## src/rtl/fetch_unit.sv

```systemverilog
// Instruction fetch unit: issues one outstanding imem request at a time, buffers
// the returned word in a single output register and follows redirects from execute.
module fetch_unit #(
  parameter logic [31:0] RESET_PC = 32'h0000_0000
) (
  input  logic        clk,
  input  logic        rst_n,
  output logic        imem_req_valid,
  input  logic        imem_req_ready,
  output logic [31:0] imem_req_addr,
  input  logic        imem_resp_valid,
  input  logic [31:0] imem_resp_data,
  input  logic        imem_resp_fault,
  output logic [31:0] inst,
  output logic        inst_valid,
  output logic [31:0] inst_pc,
  output logic        inst_fault,
  input  logic        inst_ready,
  input  logic        redirect_valid,
  input  logic [31:0] redirect_pc,
  output logic [2:0]  dbg_state
);

  localparam logic [2:0] S_IDLE  = 3'd0;
  localparam logic [2:0] S_REQ   = 3'd1;
  localparam logic [2:0] S_WAIT  = 3'd2;
  localparam logic [2:0] S_DRAIN = 3'd3;
  localparam logic [2:0] S_HALT  = 3'd4;

  logic [2:0]  state, state_nxt;
  logic [31:0] pc, pc_nxt;
  logic        out_free;
  logic        pc_misaligned;
  logic        req_hs;
  logic        load;
  logic        load_fault;

  // Handshakes: a request transfers on a rising edge where imem_req_valid && imem_req_ready;
  // valid never depends on ready. Responses have no backpressure, and inst transfers
  // downstream on an edge where inst_valid && inst_ready.
  assign out_free       = !inst_valid || inst_ready;
  assign pc_misaligned  = (pc[1:0] != 2'b00);
  assign imem_req_valid = (state == S_REQ) && !pc_misaligned && out_free;
  assign imem_req_addr  = pc;
  assign req_hs         = imem_req_valid && imem_req_ready;
  assign dbg_state      = state;

  always_comb begin
    state_nxt  = state;
    pc_nxt     = pc;
    load       = 1'b0;
    load_fault = 1'b0;
    if (redirect_valid) begin
      // Redirect beats everything; remember whether a response is still in flight.
      pc_nxt = redirect_pc;
      case (state)
        S_WAIT, S_DRAIN: state_nxt = imem_resp_valid ? S_REQ : S_DRAIN;
        S_REQ:           state_nxt = req_hs ? S_DRAIN : S_REQ;
        default:         state_nxt = S_REQ;
      endcase
    end else begin
      case (state)
        S_IDLE: state_nxt = S_REQ;
        S_REQ: begin
          if (out_free && pc_misaligned) begin
            load       = 1'b1;
            load_fault = 1'b1;
            state_nxt  = S_HALT;
          end else if (req_hs) begin
            state_nxt = S_WAIT;
          end
        end
        S_WAIT: begin
          if (imem_resp_valid) begin
            load = 1'b1;
            if (imem_resp_fault) begin
              load_fault = 1'b1;
              state_nxt  = S_HALT;
            end else begin
              pc_nxt    = pc + 32'd4;
              state_nxt = S_REQ;
            end
          end
        end
        S_DRAIN: begin
          if (imem_resp_valid) state_nxt = S_REQ;
        end
        S_HALT:  state_nxt = S_HALT;
        default: state_nxt = S_IDLE;
      endcase
    end
  end

  always_ff @(posedge clk or negedge rst_n) begin
    if (!rst_n) begin
      state      <= S_IDLE;
      pc         <= RESET_PC;
      inst       <= 32'd0;
      inst_pc    <= 32'd0;
      inst_fault <= 1'b0;
      inst_valid <= 1'b0;
    end else begin
      state <= state_nxt;
      pc    <= pc_nxt;
      if (redirect_valid) begin
        inst_valid <= 1'b0;
      end else if (load) begin
        inst_valid <= 1'b1;
        inst       <= load_fault ? 32'd0 : imem_resp_data;
        inst_pc    <= pc;
        inst_fault <= load_fault;
      end else if (inst_valid && inst_ready) begin
        inst_valid <= 1'b0;
      end
    end
  end

endmodule

```

## config.mk

```make
export PLATFORM = sky130hd
export DESIGN_NAME = fetch_unit
export DESIGN_NICKNAME = d
export VERILOG_FILES = /design/src/rtl/fetch_unit.sv
export SDC_FILE = /design/constraint.sdc
export NUM_CORES = 1
export LEC_CHECK = 0
export CAP_MARGIN = 15
export CORE_UTILIZATION = 25
export CTS_CLUSTER_DIAMETER = 80
export DETAILED_ROUTE_END_ITERATION = 8
export PLACE_DENSITY = 0.55
export SETUP_SLACK_MARGIN = 0.2
export SYNTH_ARGS = -nofsm -noshare
export SYNTH_HDL_FRONTEND = slang
export SYNTH_SLANG_ARGS = --single-unit
```

## constraint.sdc

```tcl
create_clock -name clk -period 1.75 [get_ports clk]
set_clock_uncertainty 0.15 [all_clocks]
set_input_delay 0.2625 -clock clk [delete_from_list [all_inputs] [get_ports clk]]
set_output_delay 0.2625 -clock clk [all_outputs]
set_load 0.01 [all_outputs]
```

==> results.txt, run 1 <==
DR WL/cell - 16.9 microns
EDFF count, synth - 0
CTS root buf - clkbuf_16
TritonCTS clock tree - built
Cts bufs inserted - 9
Storage cell area - 2540 sq um
Syn_area_per_cell - 11.8 sq um
Post-synthesis register bit count - 101
WL met3 - 712 microns
Post-layout min period - 1910 ps
DRC - 0
Vias in the first global route - 4351
First-pass detailed-route iteration total - 4
Layout net count - 721
Met2 wire length - 7.22 mm
Design area - 7850 sq um
Most frequent cells in the layout - dfrtp_1 (91), buf_4 (74), clkdlybuf4s50_1 (69)
Inst Count DP - 828
HP Class - input pin to async pin
Sw power - 2350 uW
Clock Pin Slew Worst Setup and Hold Paths - 70 ps
YS warnings - 0
Final worst setup slack - -162 ps
DR vias - 4185
Ports - 173
MaxCap Viol Count - 0
Max-slew violations - 0
Layout cells sized above 1 - 37.0%
H-tree depth - 3
Area of the multi-input gates - 2010 sq um
Detailed placement HPWL - 10.4 mm
Final setup viols - 87
Launch point of the critical path - dbg_state[0]
Seq/Total Area, Yosys - 56.6%
Clock power frac - 26.1%
Vert. Die Dim - 136 microns
Largest net degree at the start of global routing - 32
Routability cong. - 0.800
IO Port Bufs - 172
Critical R2R Launch - dbg_state[0]
Vias/cell - 4.76
Core area - 17400 sq um
Grt ovf - 0
Clock sink count - 101
Cell Pwr Density - 971 nW/um^2
Critical Path RT - 1900 ps
Fin crit share - 109%
Ys flop type - dfrtp_1
Final ANT Viol Nets - 0
Crit end category - flop
Worst-path fanout max - 6
Total GRT Usage - 16.7%
Maximum vdd drop - 0.000497 V
Instance area at placement - 7130 sq um
CP Class - flop to flop
Post-Syn Instances - 377
Register-to-Register Path Depth - 6
Least-Margin Pin Slew - 502 ps
Rows - 48
Die width - 136 microns
DRT met1 WL - 6.63 mm
Max frequency - 523 MHz
Area grow syn2layout - 75.8%
Yosys top cell area share - 56.6%
Clock Latency Late Sink - 360 ps
Synth unique cells - 48
Sequential power share - 40.3%
Most common cell after layout, fill and taps aside - dfrtp_1
RSZ-0062 raised after global routing - true
DR top layer - met4
Critical path arrival - 2060 ps
Largest area contributor in the netlist - dfrtp_1
# diodes - 0
Synthesized cell area - 4460 sq um
Startpoint types - flop
Leakage - 0.00359 uW
Synth top area cells - dfrtp_1 (57%), mux2_2 (8.8%), a22o_1 (6.3%), or4_1 (2.7%), a31oi_1 (2.2%)
First-pass GRT wire length - 23.3 mm
Full die area - 18400 sq um
Initial antenna violation count - 0
Switching share of power - 30.9%
Combinational power share - 33.6%
Finished Layout Cells - 879
Hold Violations, Final - 0
Net count after synthesis - 449
Worst relative slew slack - 66.5%
WL final - 14.9 mm
1st-iter DRT viols - 200
Clock Path Buffers - 2
Reg-to-reg setup timing slack - -160 ps
Int Power - 5260 uW
Crit Reg-Reg Endpoint - imem_req_addr[14]
Synth async-reset ratio - 100%
Filler cells - 1633
Failing checks - setup timing
Starting Density - 25.7%
Outcome - complete, but fails checks
Final Total Pwr - 7620 uW
## state kept, by name, summed over array words and instances (netlist names)
name / flops
inst: 32
inst_pc: 32
imem_req_addr: 32
inst_fault: 1
inst_valid: 1
dbg_state: 3
## critical path, stage by stage (launching register included)
cell and delay [ps]:
dfrtp_2 430, and4bb_1 300, buf_6 150, nand4_1 140, buf_4 190, or4_4 420
nand3_2 70
## metal layers
metal  global-route usage (%)  vias to the layer above
met5                        0                        -
met4                     7.80                        0
met3                     2.96                       20
met2                     27.1                      113
met1                     21.4                     2055
li1                         -                     1997
## metrics by stage
| stage | hold slack [ps] | setup slack (ps) | util [%] | setup TNS, ps |
|---|---|---|---|---|
| final | 258 | -162 | 45.2 | -8620 |
| after global routing | 299 | -243 | 45.2 | -15510 |
| after floorplan | -183 | -98.7 | - | -1050 |
| after detailed placement | 120 | -564 | 41.1 | -36890 |
| after CTS | 281 | -155 | 44.8 | -8580 |
| after global placement | 105 | -523 | 41.1 | -36640 |
## power groups by stage
stage               sequential [uW]  clock [uW]  combinational [uW]
finish                         3070        1990                2560
global route                   3130        2160                2760
CTS                            3070        2080                2570
detailed placement             3130           0                2710
global placement               3100           0                2680
floorplan                      3390           0                 800
## Yosys cell counts (all sizes together) (2+ instances only)
master  number
a21oi        4
a22o        32
a31oi       16
and3         6
and4         4
buf          8
clkbuf      16
dfrtp      101
inv          7
mux2        35
nand2       24
nand2b       3
nand3       12
nand4       11
nor2        18
nor3         5
nor4         2
o211ai       3
o21ai       12
o311ai       4
o31ai       13
or3          2
or4         16
or4b         2
xnor2        4
xor2         4
## final cells by class
cell class,instances,area share (%)
clock buffer,9,2.87
timing repair buffer,285,34.3
inverter,7,0.367
multi-input combinational,245,25.7
tap,225,3.59
sequential,101,32.4
clock inverter,7,0.813
## how the worst max path moves through the flow
stage / end / slack (ps) / cells after the start
3_5_place_dp: imem_req_addr[28] / -560 / 6
5_1_grt: imem_req_addr[14] / -240 / 6
3_3_place_gp: imem_req_addr[20] / -520 / 6
2_1_floorplan: imem_req_addr[24] / -100 / 5
6_report: imem_req_addr[14] / -160 / 6
4_1_cts: imem_req_addr[28] / -150 / 5
## cell families after synthesis
logic type               after synthesis  share of synthesized area [%]
adder cells (fa/ha/maj)                1                          0.280
flip-flops                           101                           56.6
buffers and inverters                 31                           2.94
AO/OA/AOI/OAI                         88                           14.6
multiplexers                          36                           9.06
AND/OR/NAND/NOR                      112                           14.9
XOR/XNOR                               8                           1.57
## what timing repair did
item,CTS,global route
gates resized for setup,233,36
buffers inserted,25,4
pin swaps,22,10
setup endpoints to repair,199,116
endpoints found under the hold margin,28,0
hold buffers,1,0
cloned,4,1
Power figures use the tool's default switching activity.
==> inputs of run 2 (changes only) <==
--- a/config.mk
+++ b/config.mk
@@ -11,6 +11,7 @@
 export DETAILED_ROUTE_END_ITERATION = 8
 export PLACE_DENSITY = 0.55
 export SETUP_SLACK_MARGIN = 0.2
+export SKIP_CTS_REPAIR_TIMING = 1
 export SYNTH_ARGS = -nofsm -noshare
 export SYNTH_HDL_FRONTEND = slang
 export SYNTH_SLANG_ARGS = --single-unit
==> results.txt, run 2 (synthesis gave the netlist of run 1 again) <==
RSZ-0062 raised after global routing - true
Most frequent cells in the layout - dlymetal6s2s_1 (98), dfrtp_1 (90), buf_4 (72)
CP Class - flop to primary output
Layout cells sized above 1 - 31.0%
Outcome - complete, but fails checks
Most used cell, CP - buf_6
CTS root buf - clkbuf_16
H-tree depth - 3
Vias in the first global route - 4093
WL final - 14.8 mm
Instance area at placement - 7130 sq um
Critical Path RT - 1340 ps
Initial antenna violation count - 0
Setup TNS Final - -8190 ps
Layout net count - 708
Startpoint types - flop
Routability cong. - 0.800
Clock sink count - 101
Core area - 17400 sq um
Fin crit share - 110%
Max frequency - 521 MHz
Starting Density - 25.7%
# diodes - 0
CP bufs+invs - 3
Design area - 8090 sq um
Slowest CP cell - dfrtp_2
Hold Violations, Final - 0
Largest net degree at the start of global routing - 34
DR vias - 4168
1st-iter DRT viols - 186
DRC - 0
Full die area - 18400 sq um
Maximum vdd drop - 0.000518 V
Worst relative slew slack - 66.7%
Critical path arrival - 1510 ps
Most common cell after layout, fill and taps aside - dlymetal6s2s_1
Die width - 136 microns
Post-layout min period - 1920 ps
Rows - 48
First-pass detailed-route iteration total - 4
Final ANT Viol Nets - 0
Vert. Die Dim - 136 microns
Clock Latency Late Sink - 360 ps
Detailed placement HPWL - 10.4 mm
Top delay family on crit path - buffers and inverters
Vias/cell - 4.81
Crit end category - primary output
Finished Layout Cells - 866
Total GRT Usage - 15.4%
Clock Pin Slew Worst Setup and Hold Paths - 70 ps
Final worst setup slack - -168 ps
Failing checks - setup timing
Leakage - 0.00450 uW
First-pass GRT wire length - 21.6 mm
Cts bufs inserted - 9
Area grow syn2layout - 81.4%
HP Class - input pin to async pin
Core Util, Final - 46.6%
Critical R2R Launch - dbg_state[0]
IO Port Bufs - 172
Ordered list of cells on the worst path - buf_6, buf_6, nand3_2, nor4_1, buf_2
Inst Count DP - 828
Worst-path fanout max - 3
Grt ovf - 0
MaxCap Viol Count - 0
Final setup viols - 87
Least-Margin Pin Slew - 499 ps
Max-slew violations - 0
TritonCTS clock tree - built
Clock Path Buffers - 2
Cell Pwr Density - 971 nW/um^2
Ports - 173
DR WL/cell - 17.1 microns
Launch point of the critical path - dbg_state[0]
Final Total Pwr - 7860 uW
Crit path largest cell delay - 380 ps
[run 2: path summary, 6_finish.rpt]
check / slack (ps) / end / cells after the start
hold / removal: 260 / inst_pc[20] / 2
setup reg to reg: -150 / imem_req_addr[17] / 5
max in group asynchronous: 670 / dbg_state[0] / 3
setup / recovery: -170 / imem_req_valid / 5
hold reg to reg: 350 / inst_pc[13] / 1
min in group clk: 300 / imem_req_addr[10] / 3
[run 2: routing by layer]
layer | share of wire [%] | GRT usage [%] | wire length, microns
met5 | 0 | 0 | 0
met4 | 2.4 | 7.43 | 359
met3 | 5.0 | 2.88 | 740
met2 | 49 | 25.5 | 7210
met1 | 44 | 19.3 | 6470
[run 2: where the power goes]
group | internal, uW | total [uW] | switching (uW)
Clock | 1000 | 1990 | 984
Combinational | 1670 | 2800 | 1120
Sequential | 2820 | 3070 | 251
Total | 5500 | 7860 | 2360
[run 2: through the flow]
| step | hold WS (ps) | worst slack, ps |
|---|---|---|
| 2_1_floorplan | -183 | -98.7 |
| 3_3_place_gp | 105 | -523 |
| 3_5_place_dp | 120 | -564 |
| 4_1_cts | -270 | -437 |
| 5_1_grt | 298 | -214 |
| 6_report | 261 | -168 |
[run 2: layout make-up]
class / count / area [sq um]
Clock buffer: 9 / 225
Clock inverter: 7 / 63.8
Fill cell: 1590 / 9260
Inverter: 7 / 26.3
Multi-Input combinational cell: 245 / 2000
Sequential cell: 101 / 2540
Tap cell: 225 / 282
Timing Repair Buffer: 272 / 2960
==> inputs of run 3 (changes only) <==
--- a/config.mk
+++ b/config.mk
@@ -6,6 +6,7 @@
 export NUM_CORES = 1
 export LEC_CHECK = 0
 export CAP_MARGIN = 15
+export CORE_ASPECT_RATIO = 1.2
 export CORE_UTILIZATION = 25
 export CTS_CLUSTER_DIAMETER = 80
 export DETAILED_ROUTE_END_ITERATION = 8
==> constraint.sdc (replaced) <==
create_clock -name clk -period 1.75 [get_ports clk]
set_clock_uncertainty 0.15 [all_clocks]
set_input_delay 0.35 -clock clk [delete_from_list [all_inputs] [get_ports clk]]
set_output_delay 0.35 -clock clk [all_outputs]
set_load 0.01 [all_outputs]
==> results.txt, run 3 (synthesis gave the netlist of run 1 again) <==
Outcome - complete, but fails checks
Failing checks - setup timing
Routability cong. - 0.817
Crit end category - flop
Clock Pin Slew Worst Setup and Hold Paths - 70 ps
HP Class - input pin to flop
MaxCap Viol Count - 0
Hold slack - 181 ps
First-pass GRT wire length - 22.2 mm
Worst relative slew slack - 76.4%
Detailed placement HPWL - 10.4 mm
Area of the multi-input gates - 2090 sq um
Layout net count - 720
Maximum vdd drop - 0.000565 V
Hold Violations, Final - 0
Most frequent cells in the layout - dfrtp_1 (89), dlymetal6s2s_1 (69), clkdlybuf4s50_1 (67)
DR WL/cell - 18.4 microns
Die width - 124 microns
Ports - 173
RSZ-0062 raised after global routing - true
Layout cells sized above 1 - 38.0%
Cell Pwr Density - 1030 nW/um^2
# diodes - 0
Final Total Pwr - 8520 uW
WL final - 16.1 mm
Starting Density - 25.5%
Grt ovf - 0
Final worst setup slack - -243 ps
Leakage - 0.00441 uW
Clock sink count - 101
DR vias - 4268
CTS root buf - clkbuf_16
Max frequency - 502 MHz
1st-iter DRT viols - 128
Dpl ws - -677 ps
Vert. Die Dim - 148 microns
Fin crit share - 114%
Total GRT Usage - 15.9%
Register-to-Register Path Depth - 7
Storage cell area - 2540 sq um
Core area - 17500 sq um
Most common cell after layout, fill and taps aside - dfrtp_1
Clock Latency Late Sink - 360 ps
Full die area - 18400 sq um
Clock Path Buffers - 2
TritonCTS clock tree - built
CP Class - flop to flop
Post-layout min period - 1990 ps
Critical path arrival - 2110 ps
First-pass detailed-route iteration total - 4
DRC - 0
Area grow syn2layout - 85.7%
Max-slew violations - 0
H-tree depth - 3
IO Port Bufs - 172
Final setup viols - 91
Critical Path RT - 1870 ps
Rows - 53
Initial antenna violation count - 0
Filler cells - 1620
Cts bufs inserted - 9
Vias/cell - 4.89
Vias in the first global route - 4312
Largest net degree at the start of global routing - 51
Startpoint types - flop
Least-Margin Pin Slew - 348 ps
Worst-path fanout max - 4
Final ANT Viol Nets - 0
Cells on Worst Hold Path - 3
run 3: worst paths after layout:
path | end | slack (ps) | startpoint
worst min-delay path | inst_valid | 180 | inst_ready
min in group asynchronous | inst_pc[24] | 190 | rst_n
worst min register to register | inst_pc[30] | 350 | inst_pc[30]
max in group asynchronous | imem_req_addr[0] | 750 | rst_n
worst max register to register | imem_req_addr[22] | -240 | imem_req_addr[2]
worst max-delay path | imem_req_addr[22] | -240 | imem_req_addr[2]
run 3: report_power, final:
part	internal (uW)	total (uW)	switching, uW
clock	1410	2380	971
sequential	2820	3070	246
combinational	1820	3080	1260
total	6040	8520	2470
run 3: stage by stage:
stage	setup TNS [ps]	util, %	cells	cell area [sq um]
global route	-18990	47.3	873	8290
detailed placement	-49010	40.3	819	7050
finish	-13910	47.3	873	8290
global placement	-46740	40.3	819	7050
CTS	-23970	42.3	835	7400
floorplan	-1010	-	377	4580
run 3: per-layer routing:
metal	up-vias	track usage, %	share of wire [%]	wire length, microns
met5	-	0	0	0
met4	0	4.94	1.7	267
met3	16	4.83	5.4	873
met2	125	26.8	51	8150
met1	2137	19.2	42	6820
li1	1990	-	-	-
run 3: cell type report:
cell class | instances | area share [%]
timing repair buffer | 282 | 36.2
tap | 220 | 3.32
clock inverter | 7 | 1.48
inverter | 7 | 0.317
sequential | 101 | 30.7
multi-input combinational | 247 | 25.3
clock buffer | 9 | 2.72
run 3: worst max-delay path: stages, from the launching register on:
cell,delay (ps)
dfrtp_2,400
ha_4,140
and3b_2,250
buf_6,100
nand4_1,140
buf_4,180
or3_1,340
a31oi_1,200
